[src/rtl/calculator_pkg.sv]
// Shared calculator memory types: word geometry, arbiter state encoding and
// the default ownership burst length for the SRAM port arbiter.
package calculator_pkg;

  localparam int ADDR_W        = 9;
  localparam int MEM_WORD_SIZE = 64;
  localparam int ARB_MAX_BURST = 16;

  typedef enum logic [1:0] {
    IDLE = 2'd0,
    OWN0 = 2'd1,
    OWN1 = 2'd2
  } arb_state_e;

  // Ownership state for requester 'side' (0 -> OWN0, 1 -> OWN1).
  function automatic arb_state_e own_state(input logic side);
    return side ? OWN1 : OWN0;
  endfunction

endpackage

[src/rtl/sram_port_arbiter.sv]
// sram_port_arbiter: shares the {sramB, sramA} 64b word memory between the
// calculator controller (m0) and the host loader/debug port (m1).
// One access per cycle; ownership is granted in bursts of up to MAX_BURST
// accesses and alternates round-robin when both sides want the memory.
// Optional feature macro: ARB_STATS_EN adds saturating per-requester
// accepted-access counters on stat_gnt0_o / stat_gnt1_o.
module sram_port_arbiter
  import calculator_pkg::*;
#(
  parameter int ADDR_W    = calculator_pkg::ADDR_W,
  parameter int DATA_W    = calculator_pkg::MEM_WORD_SIZE,
  parameter int MAX_BURST = calculator_pkg::ARB_MAX_BURST
) (
  input  logic              clk_i,
  input  logic              rst_i,
  input  logic              m0_req_i,
  input  logic              m0_we_i,
  input  logic [ADDR_W-1:0] m0_addr_i,
  input  logic [DATA_W-1:0] m0_wdata_i,
  output logic              m0_gnt_o,
  output logic              m0_rvalid_o,
  output logic [DATA_W-1:0] m0_rdata_o,
  input  logic              m1_req_i,
  input  logic              m1_we_i,
  input  logic [ADDR_W-1:0] m1_addr_i,
  input  logic [DATA_W-1:0] m1_wdata_i,
  output logic              m1_gnt_o,
  output logic              m1_rvalid_o,
  output logic [DATA_W-1:0] m1_rdata_o,
  output logic              mem_write_o,
  output logic [ADDR_W-1:0] mem_waddr_o,
  output logic [DATA_W-1:0] mem_wdata_o,
  output logic              mem_read_o,
  output logic [ADDR_W-1:0] mem_raddr_o,
  input  logic [DATA_W-1:0] mem_rdata_i
`ifdef ARB_STATS_EN
  ,
  output logic [15:0]       stat_gnt0_o,
  output logic [15:0]       stat_gnt1_o
`endif
);

  localparam int NREQ  = 2;
  localparam int CNT_W = $clog2(MAX_BURST + 1);

  // Requester fields gathered into packed per-port arrays so the owner mux
  // is a simple index by the owning side.
  logic [NREQ-1:0]             req;
  logic [NREQ-1:0]             we;
  logic [NREQ-1:0][ADDR_W-1:0] addr;
  logic [NREQ-1:0][DATA_W-1:0] wdata;
  logic [NREQ-1:0]             gnt;
  logic [NREQ-1:0]             rvalid_q;
  logic [NREQ-1:0][DATA_W-1:0] rdata;

  arb_state_e       state_q, state_d;
  logic             rr_q, rr_d;     // 0: m0 wins a tie from IDLE
  logic [CNT_W-1:0] cnt_q, cnt_d;   // accepted accesses in current ownership

  logic own;                         // owning side when not IDLE
  logic owning;
  logic xfer;

  assign req   = {m1_req_i, m0_req_i};
  assign we    = {m1_we_i, m0_we_i};
  assign addr  = {m1_addr_i, m0_addr_i};
  assign wdata = {m1_wdata_i, m0_wdata_i};

  assign own    = (state_q == OWN1);
  assign owning = (state_q != IDLE);

  // Grant and read-return per requester; grants are exclusive by state.
  for (genvar n = 0; n < NREQ; n++) begin : g_port
    assign gnt[n]   = (state_q == own_state(1'(n))) && req[n];
    assign rdata[n] = rvalid_q[n] ? mem_rdata_i : '0;
  end

  assign xfer = |gnt;

  assign m0_gnt_o    = gnt[0];
  assign m1_gnt_o    = gnt[1];
  assign m0_rvalid_o = rvalid_q[0];
  assign m1_rvalid_o = rvalid_q[1];
  assign m0_rdata_o  = rdata[0];
  assign m1_rdata_o  = rdata[1];

  // Memory side: strobes only on a transfer; address/data follow the owner
  // and are forced to zero while nobody owns the memory (incl. reset).
  assign mem_write_o = xfer &  we[own];
  assign mem_read_o  = xfer & ~we[own];
  assign mem_waddr_o = owning ? addr[own]  : '0;
  assign mem_wdata_o = owning ? wdata[own] : '0;
  assign mem_raddr_o = owning ? addr[own]  : '0;

  // State, round-robin pointer and burst count registers.
  always_ff @(posedge clk_i or negedge rst_i) begin
    if (!rst_i) begin
      state_q <= IDLE;
      rr_q    <= 1'b0;
      cnt_q   <= '0;
    end else begin
      state_q <= state_d;
      rr_q    <= rr_d;
      cnt_q   <= cnt_d;
    end
  end

  // Next-state: pick a side from IDLE, count accepted accesses while owning,
  // and hand over directly to a waiting requester without a bubble.
  always_comb begin
    state_d = state_q;
    rr_d    = rr_q;
    cnt_d   = cnt_q;
    unique case (state_q)
      IDLE: begin
        cnt_d = '0;
        if (req[0] && req[1]) state_d = own_state(rr_q);
        else if (req[0])      state_d = OWN0;
        else if (req[1])      state_d = OWN1;
      end
      OWN0, OWN1: begin
        if (!req[own]) begin
          // Owner went away: other side gets the memory next cycle if it asks.
          cnt_d   = '0;
          rr_d    = ~own;
          state_d = req[~own] ? own_state(~own) : IDLE;
        end else if (cnt_q == CNT_W'(MAX_BURST - 1)) begin
          // This transfer completes a full burst.
          cnt_d = '0;
          if (req[~own]) begin
            rr_d    = ~own;
            state_d = own_state(~own);
          end
        end else begin
          cnt_d = cnt_q + CNT_W'(1);
        end
      end
      default: begin
        state_d = IDLE;
        cnt_d   = '0;
      end
    endcase
  end

  // Read issuer tag: the requester that issued a read gets rvalid next cycle,
  // independent of who owns the memory by then.
  always_ff @(posedge clk_i or negedge rst_i) begin
    if (!rst_i) rvalid_q <= '0;
    else        rvalid_q <= mem_read_o ? gnt : '0;
  end

`ifdef ARB_STATS_EN
  logic [NREQ-1:0][15:0] stat_q;

  // Saturating accepted-access counters, cleared only by reset.
  always_ff @(posedge clk_i or negedge rst_i) begin
    if (!rst_i) begin
      stat_q <= '0;
    end else begin
      for (int n = 0; n < NREQ; n++)
        if (gnt[n] && (stat_q[n] != 16'hFFFF)) stat_q[n] <= stat_q[n] + 16'd1;
    end
  end

  assign stat_gnt0_o = stat_q[0];
  assign stat_gnt1_o = stat_q[1];
`endif

endmodule

[config.mk]
export PLATFORM = sky130hd
export DESIGN_NAME = sram_port_arbiter
export DESIGN_NICKNAME = d
export VERILOG_FILES = /design/src/rtl/calculator_pkg.sv /design/src/rtl/sram_port_arbiter.sv
export SDC_FILE = /design/constraint.sdc
export NUM_CORES = 1
export LEC_CHECK = 0
export CORE_AREA = 2 2 166 168
export DETAILED_ROUTE_END_ITERATION = 7
export DIE_AREA = 0 0 168 170
export PLACE_DENSITY = 0.4
export SYNTH_ARGS = -nofsm -noshare
export SYNTH_HDL_FRONTEND = slang
export SYNTH_SLANG_ARGS = --single-unit
[constraint.sdc]
create_clock -name clk_i -period 3.5 [get_ports clk_i]
set_clock_uncertainty 0.1 [all_clocks]
set_input_delay 0.7 -clock clk_i [delete_from_list [all_inputs] [get_ports clk_i]]
set_output_delay 0.7 -clock clk_i [all_outputs]
set_load 0.005 [all_outputs]
# Word level (Yosys, flattened, before mapping)
# Cells that the tools add are included.
# word_totals
inputBits,216
output_inout_bits,216
ff_bits,10
wordCells,59
# classes
add_sub_neg,1
n_eq_ne,8
bitwise_logic,4
muxes,31
magnitude_cmp,2
reduce_logical,9
# ops
cell,count
$mux 64,5
$mux 9,3
$mux 2,10
$mux 5,3
$mux 1,9
$ne 3x3->1 const B,2
$reduce_and 3->1,2
$add 5x1->5 const B,1
$eq 5x4->1 const B,1
$lt 1x2->1 const B,2
$ne 2x1->1 const B,2
$ne 4x4->1 const B,1
$pmux 2 s2,1
$reduce_or 2->1,2
$logic_and 1x1->1,3
$and 1x1->1,2
$eq 2x1->1 const B,1
$eq 2x2->1 const B,1
$logic_not 2->1,1
$not 1->1,2
$reduce_bool 2->1,1

# Longest topological paths before layout
# logic_depth
depth_word,8
depth_mapped,8

# Least setup slack after synthesis
# OpenSTA, ideal clock, no wires.
# synth_timing
path_kind,register to output
start,reg state_q[0]
end,out mem_waddr_o[0]
path_stages_with_launch,9
required_time_ns,2.700
setup_slack_ns,1.113
t_arrival_ns,1.587
path_cell_list,dfrtp_1 > inv_1 > ha_1 > buf_2 > buf_4 > buf_2 > mux2i_1 > nor2_1 > buf_4
# synth_between
elab_chain_len,4
elab_cells_between_ends,5
classes_between,eq/ne: 1; mux: 3; reduce/logical: 1
# synth_rtl
item,line_no,source
"start, declared",sram_port_arbiter.sv:56,"arb_state_e state_q, state_d;"
"start signal, assigned",sram_port_arbiter.sv:102,state_q <= state_d;
$eq 2x2->1,sram_port_arbiter.sv:69,assign own = (state_q == OWN1);
$mux 9 (2 in a row),--,
$mux 9 (*),--,
"end, declared",sram_port_arbiter.sv:31,"output logic [ADDR_W-1:0] mem_waddr_o,"
# Every way passes the cells marked *; elsewhere a longest branch is shown, timed or not. The select of a mux whose other input is x is not followed.

# Worst setup path in the final report
# layout_timing
start,reg state_q[0]
end,out mem_wdata_o[3]
# layout_between
elab_chain_len,4
elab_cells_between_ends,5
classes_between,eq/ne: 1; mux: 3; reduce/logical: 1
# layout_rtl
item,line_no,source
$eq 2x2->1,sram_port_arbiter.sv:69,
$mux 64 (implied by the code) (2 in a row),sram_port_arbiter.sv:92,assign mem_wdata_o = owning ? wdata[own] : '0;
$mux 64 (*),sram_port_arbiter.sv:92,
"end, declared",sram_port_arbiter.sv:32,"output logic [DATA_W-1:0] mem_wdata_o,"
# Marked as above.

==> results.yml <==
critical_path:
  cp_max_fo: 20
  crit_chain: "inv_1, ha_4, buf_4, mux2i_1, nor2_1, clkdlybuf4s50_1"
  worstPathArrival_ns: 2.34
  slowest_stage: "clkdlybuf4s50_1"
  max_stage_delay_ns: 0.49
  rr_startpoint: "state_q[0]"
  critPathTopFamily: "buffers and inverters"
  required_ns: 2.70
  cp-end-kind: "output pin"
  path_class: "register to output pin"
  start_kind: "register"
  critPathBufInv: 3
  crit_start: "state_q[0]"
timing:
  period_minus_slack_ns: 3.14
  finalHoldViolCount: 0
  drv_slew: 0
  finalSetupViolCount: 0
  tns_ns: 0
  finalCritPeriodShare_pct: 89.6
  worst_pin_slew_ns: 0.518
  fmax_ghz: 0.319
  rsz0062_at_grt: "false"
  relSlewSlack_pct: 65.5
  setup_slack_ns: 0.365
route:
  viasPerCell: 3.56
  drt_iter0_markers: 66
  antenna_left: 0
  firstDrtPassIters: 4
  drcViolationCount: 0
  vias: 4010
  drt-wirelength-per-cell_um: 17.3
  wirelength_mm: 19.5
pwr:
  power.switching_w: 0.00138
  pwr-share-clk_pct: 6.4
  power_density_nw_per_um2: 477
  finalPower_w: 0.00353
  power.internal_w: 0.00215
  irDropWorstVdd_mv: 0.218
  combPwrFrac_pct: 88.9
  power_frac_seq_pct: 4.7
  swShare_pct: 39.1
  leakage_nw: 2.90
yosys:
  syn_area_per_cell_um2: 6.97
  synth-edff-count: 0
  yosysSeqAreaShare_pct: 9.55
  synth_cell_types: 28
  syn_area_um2: 2620
  syn_inst: 376
  yosysWarningCount: 0
  syn_nets: 598
  async_flop_share_pct: 100
  synth_ff_type: "dfrtp_1"
  synth-seq-cells: 10
placed_design:
  pre_cts_slack_ns: 0.508
  hpwl_mm: 17.8
  dpl_cell_area_um2: 7300
  placed_cells: 1118
  globalplace.congestion: 0.755
  portBuffers: 431
final_layout:
  stdcell_count: 1125
  final_common_cell: "clkdlybuf4s50_1"
  layout_common_cells: "clkdlybuf4s50_1, and2_1, nor2_1"
  drive_gt1_share_pct: 2.69
  regArea_um2: 250
  fillCellCount: 2919
  postLayoutCellArea_um2: 7400
  synthToLayoutAreaGrowth_pct: 182
  multi_input_area_um2: 2170
  finalNetCount: 1004
clock_network:
  cts_made_buffers: 3
  holdBufCountCts: 0
  cts_setup_buffers: 0
  path_clk_slew_ns: 0.04
  clock_latency_ns: 0.24
  cts_tree: "done"
  cts_sinks: 10
  root_buffer: "clkbuf_16"
  clockBufferDepth: 2
  htree_levels: 1
  cts_resized: 0
global_routing:
  grt_overflow: 0
  grt_pass1_wl_mm: 26.7
  track_usage_pct: 12.5
  grt_max_degree: 66
  antenna_found_initial: 7
  grt_pass1_vias: 4081
floorplan:
  start_util_pct: 9.83
  die_x_um: 168
  core_area_um2: 26700
  ios: 432
  die_area_um2: 28600
  die_h_um: 170
  num_rows: 60
worst_hold_path:
  min-delay-start: "cnt_q[0]"
  worstHoldPathType: "register to register"
outcome:
  outcome: "finished clean"
job:
  drv_cap: 0
layout make-up:
class | count | share of cell area, %
timing repair buffer | 440 | 59.9
clock buffer | 4 | 1.20
antenna | 3 | 0.102
multi-input combinational | 321 | 29.3
tap | 341 | 5.77
sequential | 10 | 3.38
inverter | 6 | 0.321
state kept, by name (all words and copies together) (netlist names):
signal / count
rvalid_q: 2
state_q: 2
rr_q: 1
cnt_q: 5
cells by family (layout without fill, tap and decap cells):
family / count (synthesis) / in the layout / share of synthesized area [%]
XOR/XNOR: 2 / 2 / 0.669
multiplexers: 78 / 78 / 30.2
adder cells (fa/ha/maj): 6 / 6 / 2.87
flip-flops: 10 / 10 / 9.55
buffers and inverters: 45 / 450 / 8.31
AO/OA/AOI/OAI: 13 / 13 / 3.30
other: 0 / 3 / 0
AND/OR/NAND/NOR: 222 / 222 / 45.1
cell usage after synthesis (2+ instances only):
| master | instances | area [um^2] |
|---|---|---|
| nor2_1 | 80 | 300 |
| a21oi_1 | 4 | 20.0 |
| clkbuf_1 | 21 | 78.8 |
| nand2_1 | 3 | 11.3 |
| inv_1 | 5 | 18.8 |
| and3_1 | 3 | 18.8 |
| dfrtp_1 | 10 | 250 |
| buf_2 | 8 | 40.0 |
| nor2b_1 | 2 | 12.5 |
| ha_1 | 6 | 75.1 |
| mux2i_1 | 75 | 751 |
| nand3_1 | 2 | 10.0 |
| buf_4 | 10 | 75.1 |
| mux2_4 | 2 | 30.0 |
| a21boi_0 | 3 | 22.5 |
| o21ai_0 | 2 | 10.0 |
| and2_1 | 129 | 807 |
power by group through the flow:
stage	clock network, W	registers [W]	logic [W]
2_1_floorplan	0	0.000165	0.00135
3_3_place_gp	0	0.000170	0.00324
3_5_place_dp	0	0.000170	0.00322
4_1_cts	0.000230	0.000168	0.00323
5_1_grt	0.000233	0.000172	0.00339
6_report	0.000225	0.000167	0.00314
worst paths after layout:
kind,to,slack [ns],cells after the start
worst max-delay path,mem_wdata_o[3],0.36,6
worst min-delay path,cnt_q[0],0.36,1
worst max register to register,state_q[0],1.18,7
worst min register to register,cnt_q[0],0.36,1
max in group asynchronous,cnt_q[4],2.29,1
min in group asynchronous,cnt_q[3],0.69,1
metrics by stage:
step	hold slack (ns)	utilization, %
floorplan	0.304	-
global placement	0.356	27.4
detailed placement	0.359	27.4
CTS	0.363	27.7
global route	0.382	27.7
finish	0.356	27.8
layer usage:
layer / track usage [%] / vias to the layer above / wire length (um)
li1: - / 2006 / -
met1: 13.0 / 1724 / 7160
met2: 24.5 / 267 / 10100
met3: 4.51 / 13 / 2110
met4: 1.29 / 0 / 172
met5: 0 / - / 0
Power figures use the tool's default switching activity.
